$ cat config.mk
export PLATFORM = sky130hd
export DESIGN_NAME = uart_mmio_responder
export DESIGN_NICKNAME = d
export VERILOG_FILES = /design/src/rtl/uart_mmio_pkg.sv /design/src/rtl/uart_rx_core.sv /design/src/rtl/uart_mmio_responder.sv
export SDC_FILE = /design/constraint.sdc
export NUM_CORES = 1
export LEC_CHECK = 0
export BUFFER_PORTS_ARGS = -buffer_cell sky130_fd_sc_hd__buf_2
export CAP_MARGIN = 40
export CORE_MARGIN = 2
export CORE_UTILIZATION = 50
export DETAILED_ROUTE_END_ITERATION = 16
export PLACE_DENSITY = 0.77
export SLEW_MARGIN = 20
export SYNTH_ARGS = -nofsm -noshare
export SYNTH_HDL_FRONTEND = slang
export SYNTH_SLANG_ARGS = --single-unit
$ cat constraint.sdc
create_clock -name clk -period 2.6 [get_ports clk]
set_input_delay 0.52 -clock clk [delete_from_list [all_inputs] [get_ports clk]]
set_output_delay 0.52 -clock clk [all_outputs]
set_load 0.03 [all_outputs]
$ cat src/rtl/uart_mmio_pkg.sv
// Shared definitions for the memory-mapped UART responder.
// Register offsets relative to BASE_ADDR, CON bit positions, and the
// state encoding used by both the transmit and receive state machines.
package uart_mmio_pkg;

  localparam logic [31:0] OFF_TXD = 32'h0000_0000;
  localparam logic [31:0] OFF_RXD = 32'h0000_0004;
  localparam logic [31:0] OFF_CON = 32'h0000_0008;

  localparam int CON_TX_IRQ_EN = 0;
  localparam int CON_RX_IRQ_EN = 1;
  localparam int CON_TX_DONE   = 2;
  localparam int CON_RX_VALID  = 3;
  localparam int CON_TX_BUSY   = 4;
  localparam int CON_RX_OVR    = 5;
  localparam int CON_FRAME_ERR = 6;
  localparam int CON_TX_DROP   = 7;

  typedef enum logic [1:0] {
    IDLE  = 2'd0,
    START = 2'd1,
    DATA  = 2'd2,
    STOP  = 2'd3
  } uart_state_t;

endpackage

$ cat src/rtl/uart_rx_core.sv
// UART receiver: 2-flop synchroniser, start detection, centre sampling of 8N1.
// byte_valid/frame_err are single-cycle pulses on the stop-bit sample edge.
// No backpressure: the register file decides whether a byte is kept or dropped.
module uart_rx_core
  import uart_mmio_pkg::*;
#(
  parameter int CLKS_PER_BIT = 2604
) (
  input  logic       clk,
  input  logic       reset,
  input  logic       rx_in,
  output logic       byte_valid,
  output logic [7:0] data,
  output logic       frame_err
);

  localparam int CW = $clog2(CLKS_PER_BIT);
  localparam logic [CW-1:0] BIT_LAST  = CW'(CLKS_PER_BIT - 1);
  localparam logic [CW-1:0] HALF_LAST = CW'(CLKS_PER_BIT / 2 - 1);

  logic [1:0]    sync;
  logic          rx_s;
  logic          rx_prev;
  uart_state_t   state, state_next;
  logic [CW-1:0] cnt, cnt_next;
  logic [2:0]    bit_idx, bit_idx_next;
  logic [7:0]    shift, shift_next;

  assign rx_s = sync[1];
  assign data = shift;

  // Synchronise the asynchronous line (idle high) and keep one delayed copy
  // so a start is only recognised on a genuine high-to-low transition.
  always_ff @(posedge clk or posedge reset) begin
    if (reset) begin
      sync    <= 2'b11;
      rx_prev <= 1'b1;
    end else begin
      sync    <= {sync[0], rx_in};
      rx_prev <= rx_s;
    end
  end

  // Receiver state, baud counter, bit index and assembled byte.
  always_ff @(posedge clk or posedge reset) begin
    if (reset) begin
      state   <= IDLE;
      cnt     <= '0;
      bit_idx <= '0;
      shift   <= '0;
    end else begin
      state   <= state_next;
      cnt     <= cnt_next;
      bit_idx <= bit_idx_next;
      shift   <= shift_next;
    end
  end

  // Next-state logic. After a framing error the line is usually still low,
  // so requiring a falling edge in IDLE also waits for the line to recover.
  always_comb begin
    state_next   = state;
    cnt_next     = cnt + 1'b1;
    bit_idx_next = bit_idx;
    shift_next   = shift;
    byte_valid   = 1'b0;
    frame_err    = 1'b0;
    case (state)
      IDLE: begin
        cnt_next = '0;
        if (rx_prev && !rx_s) state_next = START;
      end
      START: begin
        if (cnt == HALF_LAST) begin
          cnt_next     = '0;
          bit_idx_next = '0;
          state_next   = rx_s ? IDLE : DATA;
        end
      end
      DATA: begin
        if (cnt == BIT_LAST) begin
          cnt_next     = '0;
          shift_next   = {rx_s, shift[7:1]};
          bit_idx_next = bit_idx + 1'b1;
          if (bit_idx == 3'd7) state_next = STOP;
        end
      end
      STOP: begin
        if (cnt == BIT_LAST) begin
          cnt_next   = '0;
          state_next = IDLE;
          byte_valid = rx_s;
          frame_err  = !rx_s;
        end
      end
      default: state_next = IDLE;
    endcase
  end

endmodule

$ cat src/rtl/uart_mmio_responder.sv
// Memory-mapped UART: TXD/RXD/CON registers, TX serialiser, level interrupt.
// Reads are zero-wait combinational; first start-bit edge 1 cycle after a TXD write.
// TXD writes while busy are dropped and flagged; received bytes overrun when unread.
module uart_mmio_responder
  import uart_mmio_pkg::*;
#(
  parameter int          CLKS_PER_BIT = 2604,
  parameter logic [31:0] BASE_ADDR    = 32'h4000_0018
) (
  input  logic        clk,
  input  logic        reset,
  input  logic        rd,
  input  logic        wr,
  input  logic [31:0] addr,
  input  logic [31:0] wdata,
  output logic [31:0] rdata,
  input  logic        UART_RX,
  output logic        UART_TX,
  output logic        irqout
);

  localparam int CW = $clog2(CLKS_PER_BIT);
  localparam logic [CW-1:0] BIT_LAST = CW'(CLKS_PER_BIT - 1);
  localparam logic [31:0] TXD_ADDR = BASE_ADDR + OFF_TXD;
  localparam logic [31:0] RXD_ADDR = BASE_ADDR + OFF_RXD;
  localparam logic [31:0] CON_ADDR = BASE_ADDR + OFF_CON;

  logic sel_txd, sel_rxd, sel_con;
  logic txd_wr, con_wr, rxd_rd;
  logic tx_accept, tx_busy, tx_finish;

  uart_state_t   tx_state, tx_state_next;
  logic [CW-1:0] tx_cnt, tx_cnt_next;
  logic [2:0]    tx_bit, tx_bit_next;
  logic          tx_line, tx_line_next;

  logic [7:0] tx_byte;
  logic [7:0] rx_data;
  logic       tx_irq_en, rx_irq_en;
  logic       tx_done, rx_valid, rx_overrun, st_frame_err, tx_drop;
  logic [7:0] con;

  logic       rx_byte_vld;
  logic [7:0] rx_byte;
  logic       rx_ferr;

  // Byte lanes and sub-word address bits carry no meaning for these registers.
  logic unused_bits;
  assign unused_bits = ^{addr[1:0], wdata[31:8]};

  assign sel_txd   = (addr[31:2] == TXD_ADDR[31:2]);
  assign sel_rxd   = (addr[31:2] == RXD_ADDR[31:2]);
  assign sel_con   = (addr[31:2] == CON_ADDR[31:2]);
  assign txd_wr    = wr & sel_txd;
  assign con_wr    = wr & sel_con;
  assign rxd_rd    = rd & sel_rxd;
  assign tx_busy   = (tx_state != IDLE);
  assign tx_accept = txd_wr & ~tx_busy;
  assign UART_TX   = tx_line;

  assign con = {tx_drop, st_frame_err, rx_overrun, tx_busy,
                rx_valid, tx_done, rx_irq_en, tx_irq_en};

  uart_rx_core #(.CLKS_PER_BIT(CLKS_PER_BIT)) u_rx (
    .clk        (clk),
    .reset      (reset),
    .rx_in      (UART_RX),
    .byte_valid (rx_byte_vld),
    .data       (rx_byte),
    .frame_err  (rx_ferr)
  );

  // Transmitter state and the registered line driver (idle high on reset).
  always_ff @(posedge clk or posedge reset) begin
    if (reset) begin
      tx_state <= IDLE;
      tx_cnt   <= '0;
      tx_bit   <= '0;
      tx_line  <= 1'b1;
    end else begin
      tx_state <= tx_state_next;
      tx_cnt   <= tx_cnt_next;
      tx_bit   <= tx_bit_next;
      tx_line  <= tx_line_next;
    end
  end

  // Transmitter sequencing: each state spans one bit time; the data bit comes
  // straight from the held TXD byte, which cannot change while busy.
  always_comb begin
    tx_state_next = tx_state;
    tx_cnt_next   = tx_cnt + 1'b1;
    tx_bit_next   = tx_bit;
    tx_line_next  = tx_line;
    tx_finish     = 1'b0;
    case (tx_state)
      IDLE: begin
        tx_cnt_next = '0;
        if (tx_accept) begin
          tx_state_next = START;
          tx_line_next  = 1'b0;
        end
      end
      START: begin
        if (tx_cnt == BIT_LAST) begin
          tx_cnt_next   = '0;
          tx_bit_next   = '0;
          tx_state_next = DATA;
          tx_line_next  = tx_byte[0];
        end
      end
      DATA: begin
        if (tx_cnt == BIT_LAST) begin
          tx_cnt_next = '0;
          if (tx_bit == 3'd7) begin
            tx_state_next = STOP;
            tx_line_next  = 1'b1;
          end else begin
            tx_bit_next  = tx_bit + 1'b1;
            tx_line_next = tx_byte[tx_bit + 3'd1];
          end
        end
      end
      STOP: begin
        if (tx_cnt == BIT_LAST) begin
          tx_cnt_next   = '0;
          tx_state_next = IDLE;
          tx_finish     = 1'b1;
        end
      end
      default: tx_state_next = IDLE;
    endcase
  end

  // Register file: W1C status bits with hardware set taking priority over the
  // clear, receive hand-off where a new byte beats a simultaneous RXD read,
  // and the interrupt level registered from the current status.
  always_ff @(posedge clk or posedge reset) begin
    if (reset) begin
      tx_byte      <= '0;
      rx_data      <= '0;
      tx_irq_en    <= 1'b0;
      rx_irq_en    <= 1'b0;
      tx_done      <= 1'b0;
      rx_valid     <= 1'b0;
      rx_overrun   <= 1'b0;
      st_frame_err <= 1'b0;
      tx_drop      <= 1'b0;
      irqout       <= 1'b0;
    end else begin
      if (tx_accept) tx_byte <= wdata[7:0];
      if (con_wr) begin
        tx_irq_en <= wdata[CON_TX_IRQ_EN];
        rx_irq_en <= wdata[CON_RX_IRQ_EN];
      end
      tx_done      <= (tx_done & ~(con_wr & wdata[CON_TX_DONE])) | tx_finish;
      tx_drop      <= (tx_drop & ~(con_wr & wdata[CON_TX_DROP])) | (txd_wr & tx_busy);
      st_frame_err <= (st_frame_err & ~(con_wr & wdata[CON_FRAME_ERR])) | rx_ferr;
      rx_overrun   <= (rx_overrun & ~(con_wr & wdata[CON_RX_OVR]))
                    | (rx_byte_vld & rx_valid & ~rxd_rd);
      if (rx_byte_vld && (!rx_valid || rxd_rd)) begin
        rx_data  <= rx_byte;
        rx_valid <= 1'b1;
      end else if (rxd_rd) begin
        rx_valid <= 1'b0;
      end
      irqout <= (tx_irq_en & tx_done) | (rx_irq_en & rx_valid);
    end
  end

  // Zero-wait read mux; anything other than a mapped read returns zero.
  always_comb begin
    rdata = '0;
    if (rd) begin
      if (sel_txd)      rdata = {24'b0, tx_byte};
      else if (sel_rxd) rdata = {24'b0, rx_data};
      else if (sel_con) rdata = {24'b0, con};
    end
  end

endmodule

# Word level (Yosys, flattened, before mapping)
# Cells that the tools add are included.
# word_totals
in_bits	69
ff_bits	70
# op_classes
n_eq_ne	25
order_cmp	1
add_sub_neg	4
n_mux	44
bitwise_logic	28
n_reduce_logical	20
# ops
cell	n
$eq A30 B29 Y1 const B	3
$mux W12	3
$pmux W12 S3	1
$mux W8	4
$add A12 B1 Y12 const B	2
$eq A12 B12 Y1 const B	2
$pmux W12 S2	1
$mux W2	11
$and A1 B1 Y1	17
$pmux W2 S4	2
$mux W3	5
$mux W1	13
$eq A12 B11 Y1 const B	1
$ne A2 B2 Y1 const B	6
$pmux W3 S2	2
$ne A2 B1 Y1 const B	5
$reduce_and A5 Y1	2
$eq A2 B2 Y1 const B	4
$reduce_and A4 Y1	2
$reduce_bool A2 Y1	4
$add A3 B1 Y3 const B	2
$eq A3 B3 Y1 const B	2
$not A1 Y1	6
$or A1 B1 Y1	5
13 further kinds	17

# Longest topological paths before layout
# depth
depth_word	6
ltp_mapped	8

# By module
# From an unflattened synthesis, not the netlist that was laid out.
# hier_totals
cells_unflattened	352
area_unflattened_um2	3823.7
# by_module_without_submodules
mod	seq_area_each_um2	area_each_um2	cells_per_inst	n_inst
uart_mmio_responder	1052.3	2469.9	239	1
uart_rx_core	704.4	1353.8	113	1

# Worst setup path before layout
# OpenSTA, ideal clock, no wires.
# synth_timing
path_type	input port to output port
from	in addr[15]
to	out rdata[0]
n_path_buf	0
path_stages	5
setup_slack_ns	0.007
arrival_time_ns	2.073
path_cell_list	nor4b_1 nand3_1 nor2_1 nand2_1 nor3_1
# synth_via
elab_chain_len	5
word_cells_on_any_way	7
# synth_rtl
item	line_no	rtl
from (decl)	uart_mmio_responder.sv:14	input logic [31:0] addr,
$eq A30 B29 Y1	uart_mmio_responder.sv:53	assign sel_con = (addr[31:2] == CON_ADDR[31:2]);
$mux W8	uart_mmio_responder.sv:177	else if (sel_con) rdata = {24'b0, con};
$mux W8	uart_mmio_responder.sv:176	else if (sel_rxd) rdata = {24'b0, rx_data};
$mux W8 (*)	uart_mmio_responder.sv:175	if (sel_txd) rdata = {24'b0, tx_byte};
$mux W8 (*)	uart_mmio_responder.sv:174	if (rd) begin
to (decl)	uart_mmio_responder.sv:16	output logic [31:0] rdata,
# Every way passes the cells marked *; elsewhere a longest branch is shown, timed or not.

# Final worst setup path
# layout_timing
from	in addr[11]
to	out rdata[1]
# The elaborated chain is that of the path after synthesis.

==> flow_metrics.tcl <==
set metrics [dict create \
    status "finished, violations left" \
    violations "setup timing" \
    synth.area.top_cells "dfrtp_1 44%, mux2_2 5.7%, buf_4 4.8%" \
    cp-end-kind "output pin" \
    die_h_um 90.5 \
    p_total_w 0.00231 \
    grt_usage_pct 19.5 \
    antenna_left 0 \
    cts.sinks 70 \
    first_pass_iters 4 \
    ys_async_sr_fraction_pct 100 \
    hp-class "input pin to asynchronous set/reset pin" \
    ir_worst_vdd_v 0.000502 \
    power.density_nw_per_um2 526 \
    final_max_slew_viol_count 0 \
    start_util_pct 51.5 \
    timing_hold_violations_final 0 \
    path_class "input pin to output pin" \
    setup_viol 8 \
    synth_edf_count 0 \
    via_count 2819 \
    yosysMostFrequentCell "dfrtp_1" \
    period_share_pct 102 \
    skew_ns 0.0124 \
    netlist_area_um2 3740 \
    drive_gt1_share_pct 30.0 \
    ys_seq_elements 70 \
    switchingPower_w 0.000660 \
    combPwrFrac_pct 11.8 \
    die-area_um2 8180 \
    numCtsBuffers 9 \
    grt_setup_unrepaired "true" \
    synth_xor_area_share_pct 4.92 \
    grt_pass1_wl_um 12700 \
    io_pins 103 \
    cp-start-kind "input pin" \
    dpl.hpwl_um 5490 \
    place_area_um2 4100 \
    ys_seq_area_share_pct 47.0 \
    pwr-share-clk_pct 35.5 \
    finalNetCount 510 \
    worst-r2r-cell-count 6 \
    core-area_um2 7250 \
    drtIter0Drc 152 \
    grt_pass1_vias 2768 \
    clk_path_buf_depth 2 \
    cts_tree "built" \
    p_sw_share_pct 28.6 \
    arrival_ns 2.14 \
    synth_cell_types 51 \
    drt-total-wl_um 7420 \
    synth_top_area_share_pct 44.2 \
    p_int_w 0.00165 \
    pre_cts_ws_ns -0.259 \
    h-tree-depth 3 \
    synthTopCellsByCount "66 x dfrtp_1, 42 x nor2_1, 24 x buf_4, 21 x a21oi_1, 20 x inv_1" \
    power_frac_seq_pct 52.8 \
    routed_via_density 5.28 \
    maxCapViolCount 0 \
    crit_required_ns 2.08 \
    setup_tns_ns -0.355 \
    portBuffers 52 \
    clk_latency_ns 0.35 \
    grt_start_max_net_pins 32 \
    num_rows 31 \
    routabilityCongestion 0.828 \
    synth-simple-area-share_pct 17.9 \
    stdcell_area_um2 4380 \
    yosys.area_share.adder_pct 4.02 \
    synth-main-ff-cell "dfrtp_1" \
    fp.dieW_um 90.5 \
    cts_root_buf "clkbuf_8" \
    finalWorstSetupSlack_ns -0.0644 \
    critPathMaxFanout 5 \
    grt-ovfl-total 0 \
    wl_per_cell_um 13.9 \
    synth_top_family_by_area "simple AND/OR/NAND/NOR gates" \
    drc 0 \
    yosysWarnings 0 \
    antenna_found_initial 1 \
    synth_compound_area_share_pct 8.07 \
    yosysTopAreaCell "dfrtp_1" \
    finalCriticalPeriod_ns 2.66 \
    p_leak_nw 2.14 \
    area_delta_synth_final_pct 17.2 \
    postCtsHoldBufs 0 \
    synth.mux.area_fraction_pct 10.4 \
    clock.fmax_mhz 375 \
    clkTransAtPathRegs_ns 0.08 \
    syn_inst 359 \
    syn_avg_cell_area_um2 10.4 \
]
[final timing paths]
path | startpoint | to | slack (ns)
max reg2reg | tx_bit[0]$_DFFE_PP0P_ | UART_TX$_DFFE_PP1P_ | 0.43
max | addr[11] | rdata[1] | -0.06
min | reset | tx_state[0]$_DFFE_PP0P_ | 0.17
min reg2reg | u_rx.sync[0]$_DFF_PP1_ | u_rx.sync[1]$_DFF_PP1_ | 0.36
max in group asynchronous | reset | u_rx.data[6]$_DFFE_PP0P_ | 1.68
min in group clk | UART_RX | u_rx.sync[0]$_DFF_PP1_ | 0.27
[final cells by class]
cell class / count / area, µm²
clock inverter: 5 / 33.8
antenna: 1 / 2.50
clock buffer: 11 / 151
timing repair buffer: 66 / 398
fill: 604 / 2870
inverter: 20 / 75.1
multi-input combinational: 262 / 1840
tap: 99 / 124
sequential: 70 / 1760
[logic make-up after synthesis]
kind of cell    Yosys count
fa+ha+maj                12
flops                    70
simple gates            126
xor+xnor                 21
other cells               1
buf+inv                  51
compound gates           45
mux                      33
[cell usage in the layout (no fill, tap or decap), drive strengths merged, types with 2 or more instances in the layout]
master,netlist,routed
a21o,6,6
a21oi,21,21
a22o,6,6
and3,5,5
and4,2,2
buf,26,66
clkbuf,5,11
clkinv,0,3
clkinvlp,0,2
conb,1,24
dfrtp,66,66
dfstp,4,4
ha,12,12
inv,20,20
mux2,28,28
mux2i,3,3
mux4,2,2
nand2,19,19
nand3,11,11
nand4,6,6
nor2,43,43
nor3,16,16
nor3b,2,2
nor4,8,8
nor4b,4,4
o21ai,2,2
o22ai,3,3
or2,2,2
or3,1,2
or4b,2,2
xnor2,10,10
xor2,11,11
[power groups by stage]
stage	registers (W)	logic, W	clock network (W)
2_1_floorplan	0.00122	0.000225	0
3_3_place_gp	0.00123	0.000257	0
3_5_place_dp	0.00124	0.000267	0
4_1_cts	0.00122	0.000271	0.000839
5_1_grt	0.00123	0.000312	0.000892
6_report	0.00122	0.000271	0.000818
[critical path: stages]
cell and delay, ns:
buf_6 0.10, nor4_4 0.26, or4b_4 0.51, or3_4 0.40, nor2_2 0.11, nor3_1 0.07, buf_4 0.17
[what timing repair did]
item | CTS | global route
pin swaps | 3 | 2
resized for setup | 14 | 9
setup buffers | 1 | 0
gates cloned | 1 | 0
endpoints found under the setup margin | 8 | 8
[through the flow]
stage | cells | hold WS, ns | utilization (%)
6_report | 534 | 0.168 | 60.4
5_1_grt | 533 | 0.187 | 60.4
4_1_cts | 533 | 0.170 | 60.0
3_5_place_dp | 515 | 0.347 | 56.5
3_3_place_gp | 515 | 0.346 | 56.5
2_1_floorplan | 382 | 0.345 | -
[metal layers]
metal	up-vias	track usage (%)	wire [µm]
met5	-	0	0
met4	0	10.6	208
met3	15	4.42	442
met2	97	31.9	3600
met1	1352	23.9	3170
li1	1355	-	-
[state kept, by name, summed over array words and instances (netlist names), 2 cells and up, named ones only]
signal and flops:
u_rx.bit_idx 3, tx_bit 3, tx_byte 8, tx_state 2
u_rx.sync 2, u_rx.data 8, u_rx.cnt 12, rx_data 8
tx_cnt 12
(Power assumes the default switching activity.)
